[src/rtl/axil_led_regs.sv]
// AXI4-Lite slave with four registers driving a 4-bit LED port.
// LED_OUT and BLINK_MASK combine with a prescaled blink phase; BLINK_DIV
// sets the half period and ID is a read-only constant.
module axil_led_regs #(
  parameter logic [31:0] ID_VALUE = 32'h4C45_4401
) (
  input  logic        aclk,
  input  logic        aresetn,
  input  logic [3:0]  s_axi_awaddr,
  input  logic        s_axi_awvalid,
  output logic        s_axi_awready,
  input  logic [31:0] s_axi_wdata,
  input  logic [3:0]  s_axi_wstrb,
  input  logic        s_axi_wvalid,
  output logic        s_axi_wready,
  output logic [1:0]  s_axi_bresp,
  output logic        s_axi_bvalid,
  input  logic        s_axi_bready,
  input  logic [3:0]  s_axi_araddr,
  input  logic        s_axi_arvalid,
  output logic        s_axi_arready,
  output logic [31:0] s_axi_rdata,
  output logic [1:0]  s_axi_rresp,
  output logic        s_axi_rvalid,
  input  logic        s_axi_rready,
  output logic [3:0]  leds_4bits_tri_o
);

  localparam logic [1:0] IDX_LED   = 2'd0;
  localparam logic [1:0] IDX_MASK  = 2'd1;
  localparam logic [1:0] IDX_DIV   = 2'd2;

  logic        rdy_en_r;
  logic        aw_held_r;
  logic [1:0]  aw_idx_r;
  logic        w_held_r;
  logic [31:0] wdata_r;
  logic [3:0]  wstrb_r;
  logic        bvalid_r;
  logic        rvalid_r;
  logic [31:0] rdata_r;
  logic [3:0]  led_out_r;
  logic [3:0]  blink_mask_r;
  logic [31:0] blink_div_r;
  logic [31:0] cnt_r;
  logic        phase_r;
  logic [3:0]  leds_r;

  logic        aw_hs_s;
  logic        w_hs_s;
  logic        ar_hs_s;
  logic        commit_s;
  logic        div_wr_s;
  logic [31:0] rd_mux_s;

  // Ready signals stay low in reset and during the first edge after release.
  assign s_axi_awready = rdy_en_r & ~aw_held_r & ~bvalid_r;
  assign s_axi_wready  = rdy_en_r & ~w_held_r & ~bvalid_r;
  assign s_axi_arready = rdy_en_r & ~rvalid_r;
  assign s_axi_bvalid  = bvalid_r;
  assign s_axi_bresp   = 2'b00;
  assign s_axi_rvalid  = rvalid_r;
  assign s_axi_rdata   = rdata_r;
  assign s_axi_rresp   = 2'b00;
  assign leds_4bits_tri_o = leds_r;

  assign aw_hs_s  = s_axi_awvalid & s_axi_awready;
  assign w_hs_s   = s_axi_wvalid & s_axi_wready;
  assign ar_hs_s  = s_axi_arvalid & s_axi_arready;
  assign commit_s = aw_held_r & w_held_r;
  assign div_wr_s = commit_s & (aw_idx_r == IDX_DIV) & (|wstrb_r);

  // Capture AW and W independently; once both are held, commit and raise B.
  always_ff @(posedge aclk or negedge aresetn) begin
    if (!aresetn) begin
      rdy_en_r  <= 1'b0;
      aw_held_r <= 1'b0;
      aw_idx_r  <= 2'd0;
      w_held_r  <= 1'b0;
      wdata_r   <= 32'd0;
      wstrb_r   <= 4'd0;
      bvalid_r  <= 1'b0;
    end else begin
      rdy_en_r <= 1'b1;
      if (commit_s) begin
        aw_held_r <= 1'b0;
        w_held_r  <= 1'b0;
        bvalid_r  <= 1'b1;
      end else begin
        if (aw_hs_s) begin
          aw_held_r <= 1'b1;
          aw_idx_r  <= s_axi_awaddr[3:2];
        end
        if (w_hs_s) begin
          w_held_r <= 1'b1;
          wdata_r  <= s_axi_wdata;
          wstrb_r  <= s_axi_wstrb;
        end
        if (bvalid_r && s_axi_bready) begin
          bvalid_r <= 1'b0;
        end
      end
    end
  end

  // Apply a committed write to the addressed register under its byte strobes.
  always_ff @(posedge aclk or negedge aresetn) begin
    if (!aresetn) begin
      led_out_r    <= 4'd0;
      blink_mask_r <= 4'd0;
      blink_div_r  <= 32'd0;
    end else if (commit_s) begin
      case (aw_idx_r)
        IDX_LED: begin
          if (wstrb_r[0]) led_out_r <= wdata_r[3:0];
        end
        IDX_MASK: begin
          if (wstrb_r[0]) blink_mask_r <= wdata_r[3:0];
        end
        IDX_DIV: begin
          for (int b = 0; b < 4; b++) begin
            if (wstrb_r[b]) blink_div_r[8*b +: 8] <= wdata_r[8*b +: 8];
          end
        end
        default: begin
          // ID is read-only: the write is acknowledged and dropped.
        end
      endcase
    end
  end

  // Blink prescaler; a BLINK_DIV write restarts it so no wrap past 2^32 occurs.
  always_ff @(posedge aclk or negedge aresetn) begin
    if (!aresetn) begin
      cnt_r   <= 32'd0;
      phase_r <= 1'b0;
    end else if (div_wr_s || (blink_div_r == 32'd0)) begin
      cnt_r   <= 32'd0;
      phase_r <= 1'b0;
    end else if (cnt_r == blink_div_r) begin
      cnt_r   <= 32'd0;
      phase_r <= ~phase_r;
    end else begin
      cnt_r <= cnt_r + 32'd1;
    end
  end

  // Registered LED drive: static pattern with masked bits inverted by phase.
  always_ff @(posedge aclk or negedge aresetn) begin
    if (!aresetn) begin
      leds_r <= 4'd0;
    end else begin
      leds_r <= led_out_r ^ (blink_mask_r & {4{phase_r}});
    end
  end

  // Read-data selection from current (pre-update) register values.
  always_comb begin
    rd_mux_s = 32'd0;
    case (s_axi_araddr[3:2])
      IDX_LED:  rd_mux_s = {28'd0, led_out_r};
      IDX_MASK: rd_mux_s = {28'd0, blink_mask_r};
      IDX_DIV:  rd_mux_s = blink_div_r;
      default:  rd_mux_s = ID_VALUE;
    endcase
  end

  // Read channel: register data on AR handshake and hold it until rready.
  always_ff @(posedge aclk or negedge aresetn) begin
    if (!aresetn) begin
      rvalid_r <= 1'b0;
      rdata_r  <= 32'd0;
    end else if (ar_hs_s) begin
      rvalid_r <= 1'b1;
      rdata_r  <= rd_mux_s;
    end else if (rvalid_r && s_axi_rready) begin
      rvalid_r <= 1'b0;
    end else begin
      rvalid_r <= rvalid_r;
    end
  end

endmodule

[config.mk]
export PLATFORM = sky130hd
export DESIGN_NAME = axil_led_regs
export DESIGN_NICKNAME = d
export VERILOG_FILES = /design/src/rtl/axil_led_regs.sv
export SDC_FILE = /design/constraint.sdc
export NUM_CORES = 1
export LEC_CHECK = 0
export ABC_AREA = 1
export CORE_MARGIN = 2
export CORE_UTILIZATION = 29
export CTS_BUF_LIST = sky130_fd_sc_hd__clkbuf_16
export CTS_CLUSTER_SIZE = 24
export DETAILED_ROUTE_END_ITERATION = 8
export GPL_ROUTABILITY_DRIVEN = 0
export PLACE_DENSITY = 0.44
export SLEW_MARGIN = 5
export SYNTH_ARGS = -nofsm -noshare
export SYNTH_HDL_FRONTEND = slang
export SYNTH_SLANG_ARGS = --single-unit
[constraint.sdc]
create_clock -name aclk -period 3.7 [get_ports aclk]
set_input_delay 0.74 -clock aclk [delete_from_list [all_inputs] [get_ports aclk]]
set_output_delay 0.74 -clock aclk [all_outputs]
set_load 0.03 [all_outputs]
======== After elaboration in Yosys (flattened, before gate mapping) ========
Cells that the tools add are included.
operators by class
  add/sub/neg operators ................... 1
  reduce and logical (&&, ||, !) cells .... 20
  multiplexer cells ....................... 13
  equal/unequal tests ..................... 5
  bitwise operators ....................... 19
operator list
  kind                   number
  $pmux 32 s3            1
  $mux 32                2
  $add 32x1->32 const B  1
  $eq 32x32->1           1
  $logic_not 32->1       1
  $reduce_and 3->1       6
  $and 1x1->1            11
  $mux 1                 10
  $reduce_bool 2->1      5
  $not 1->1              6
  $and 4x4->4            1
  $eq 2x1->1 const B     2
  $eq 2x2->1 const B     2
  $logic_not 2->1        2
  $reduce_and 2->1       2
  $reduce_or 4->1        1
  $xor 4x4->4            1
  $logic_and 1x1->1      2
  $logic_or 1x1->1       1
word-level totals
  logic and storage cells ................. 76
  input bits .............................. 51
  output and inout bits ................... 45
  bits in registers ....................... 152

======== Longest topological paths before layout ========
  depth after elaboration ................. 6
  gate-level depth with buffers ........... 11
  gate-level depth less buffers ........... 11

======== Worst setup path before layout ========
No wires, ideal clock.
  kind .................................... reg-to-output
  start point ............................. register bvalid_r, in the netlist s_axi_bvalid
  end point ............................... output s_axi_awready
  cell stages (with the launch flop) ...... 2
  data required time ...................... 2.960 ns
  arrival time ............................ 1.288 ns
  setup slack ............................. 1.672 ns
  path buffers ............................ 0
  path through ............................ dfrtp_1 > nor3_1
between the ends
  longest elaborated chain between the ends .. 2
RTL lines
  item                      RTL line  text
  start: declaration        39        logic bvalid_r;
  start signal: assignment  82        bvalid_r <= 1'b0;
  start signal: assignment  88        bvalid_r <= 1'b1;
  start signal: assignment  100       bvalid_r <= 1'b0;
  $not 1->1                 57        assign s_axi_awready = rdy_en_r & ~aw_held_r & ~bvalid_r;
  $and 1x1->1               57
  end: declaration          11        output logic s_axi_awready,
Every way passes these cells.

======== Worst setup path in the final report ========
  start point ............................. register aw_held_r
  end point ............................... output s_axi_awready
between the ends
  longest elaborated chain between the ends .. 3
RTL lines
  item                       RTL line  text
  start: declaration         34        logic aw_held_r;
  start signal: assignment   77        aw_held_r <= 1'b0;
  start signal: assignment   86        aw_held_r <= 1'b0;
  start signal: assignment   91        aw_held_r <= 1'b1;
  $not 1->1                  57
  $and 1x1->1 (2 in series)  57
Every way passes these cells.

==> reports/summary.json <==
{
  "antenna_cells": 0,
  "grt_start_max_net_pins": 91,
  "num-nets-final": 938,
  "layout.cell_area.non_filler_mm2": 0.00902,
  "cts_setup_buffers": 0,
  "post_synth_instance_area_mm2": 0.00725,
  "internal_power_mw": 3.89,
  "drt-total-wl_mm": 20.3,
  "finalSetupViolations": 0,
  "max_cap_check_violation_count": 0,
  "hold_buffers": 0,
  "final.min_clock_period_ns": 2.58,
  "drt_pass1_iterations": 4,
  "r2r.worst_path.cells": 3,
  "synth_warnings": 0,
  "clock_skew_ns": 0.0120,
  "start_util_pct": 29.7,
  "die_area_mm2": 0.0263,
  "run_status": "completed",
  "total_clock_buffers_created_by_cts": 17,
  "post_synth_inst_count": 793,
  "detailroute.via_count": 5400,
  "route.detailed.wl_per_inst_um": 16.6,
  "slew_headroom_pct": 27.9,
  "totalNegativeSetupSlack_ns": 0,
  "worstMarginPinSlew_ns": 1.08,
  "synth-async-reset-ratio_pct": 100,
  "critPathCaptureType": "output port",
  "critical_path_arrival_ns": 1.84,
  "regToRegSetupSlack_ns": 1.68,
  "mostFrequentLayoutCell": "nand2_1",
  "floorplan.die.height_um": 162,
  "holdCritPathClass": "in -> async",
  "grt_usage_pct": 16.4,
  "detail_route.iter0.violations": 311,
  "number_of_cells_upsized_or_downsized_after_cts": 0,
  "path_class": "reg -> out",
  "achievable-frequency_ghz": 0.388,
  "numClockSinks": 152,
  "fin_ws_ns": 1.12,
  "ant_nets": 0,
  "rows": 57,
  "root_buffer": "clkbuf_16",
  "synth_top_flop_cell": "dfrtp_1",
  "dpl.hpwl_mm": 15.1,
  "pre_cts_slack_ns": 1.11,
  "dpl_cell_area_mm2": 0.00846,
  "power_frac_clock_pct": 26.9,
  "critPathMaxFanout": 5,
  "clk_latency_ns": 0.43,
  "worst_r2r_startpoint": "w_held_r",
  "syn-mean-instance-area_um2": 9.15,
  "rr_endpoint": "wdata_r[19]",
  "final_max_slew_viol_count": 0,
  "area_delta_synth_final_pct": 24.3,
  "rsz_0062_raised_after_global_routing": "false",
  "cts-htree-levels": 4,
  "power.ir.vdd_worst_mv": 0.282,
  "synth_enable_flop_cells": 0,
  "power.leakage_nw": 4.03,
  "grt_antenna_before_repair": 0,
  "combPwrFrac_pct": 29.6,
  "worst_setup_path_start_kind": "flop",
  "synth_seq_area_share_pct": 52.4,
  "switchingPower_mw": 2.37,
  "power_frac_seq_pct": 43.5,
  "detail_route.vias_per_cell": 4.42,
  "io_pins": 96,
  "worst_ep_required_time_ns": 2.96,
  "design.core.area_mm2": 0.0245,
  "ys_seq_elements": 152,
  "final_hold_viol_count": 0,
  "grt_pass1_wl_mm": 32.2,
  "clk_pin_slew_worst_paths_ns": 0.07,
  "clock_tree.buffer_depth": 2,
  "first_global_vias": 5353,
  "final_cycle_share_pct": 69.6,
  "tritoncts": "yes",
  "port_buffers": 87,
  "synth.distinct_cells": 36,
  "grt-ovfl-total": 0,
  "die_width_um": 162,
  "final_layout_size_suffix_gt1_share_pct": 11.3,
  "layout_common_cells": "nand2_1 (224), dfrtp_1 (152), nor2_1 (109)",
  "drt_drc_violations_left": 0,
  "power.switching_fraction_pct": 37.9,
  "powerDensity_mw_per_mm2": 695
}
==> critical path, stage by stage, from the launching register on <==
cell             delay (ns)
dfrtp_1                0.43
nor3_1                 0.26
clkdlybuf4s50_1        0.72
==> worst max path at each step <==
stage | end | from | cells past startpoint
after global routing | s_axi_awready | aw_held_r | 2
after global placement | wdata_r[19] | s_axi_wvalid | 3
after detailed placement | wstrb_r[2] | s_axi_wvalid | 3
after CTS | s_axi_awready | aw_held_r | 2
final | s_axi_awready | aw_held_r | 2
after floorplan | s_axi_awready | s_axi_bvalid | 1
==> synthesized netlist by cell type (2+ instances only) <==
master     count  share of area [%]
buf_2          7               0.48
o31ai_1       10                1.0
conb_1         2               0.10
nand4_1        6               0.52
nor3_2         4               0.55
inv_2          2               0.10
nor3_1         3               0.21
nand3_1       17                1.2
a21oi_1       21                1.4
o21ai_0       29                2.0
nor2_4        13                2.0
nand2_4        2               0.31
xnor2_1       30                3.6
nor2_2         7               0.60
inv_1         56                2.9
buf_4          4               0.41
xor2_1        18                2.2
dfrtp_1      152                 52
nor2_1       109                5.6
mux2_1        15                2.3
nand2_1      224                 12
mux2_2        29                4.5
nand2_2        3               0.26
clkbuf_1       9               0.47
a221oi_1       2               0.24
a2bb2oi_1      9                1.1
==> metal layers <==
metal,global-route usage (%),share of wire (%),vias up
li1,-,-,2709
met1,24.1,50,2584
met2,25.1,45,95
met3,3.04,3.5,12
met4,3.62,0.94,0
met5,0,0,-
==> logic make-up after synthesis <==
logic type	synth area share [%]
and+or+nand+nor	24.0
DFF	52.4
buffers and inverters	4.85
AOI/OAI and AO/OA	5.81
xor gates and xnor gates	5.80
muxes	6.83
other	0.104
adders and majority gates	0.172
==> per-stage QoR <==
step	cells	hold slack (ns)	util [%]	power [mW]
CTS	1223	0.415	36.9	6.35
detailed placement	1191	0.469	34.6	4.65
global route	1223	0.406	36.9	6.69
floorplan	796	0.444	-	3.86
global placement	1191	0.465	34.6	4.62
finish	1223	0.355	36.9	6.27
==> power groups by stage <==
stage	clock network, mW	logic [mW]	registers (mW)
2_1_floorplan	0	1.14	2.72
3_3_place_gp	0	1.86	2.76
3_5_place_dp	0	1.88	2.77
4_1_cts	1.72	1.89	2.74
5_1_grt	1.81	2.08	2.81
6_report	1.68	1.86	2.73
==> area by class of cell <==
type	count	area, um^2
inverter	59	221
clock inverter	15	136
fill	2528	15400
sequential	152	3800
multi-input combinational	563	3110
tap	324	405
timing repair buffer	93	917
clock buffer	17	425
==> state kept, by name (all words and copies together) (netlist names) <==
name,flops
blink_div_r,32
blink_mask_r,4
cnt_r,32
s_axi_rvalid,1
wdata_r,32
s_axi_rdata,32
aw_held_r,1
rdy_en_r,1
phase_r,1
s_axi_bvalid,1
w_held_r,1
leds_4bits_tri_o,4
aw_idx_r,2
led_out_r,4
wstrb_r,4
(Power assumes the default switching activity.)
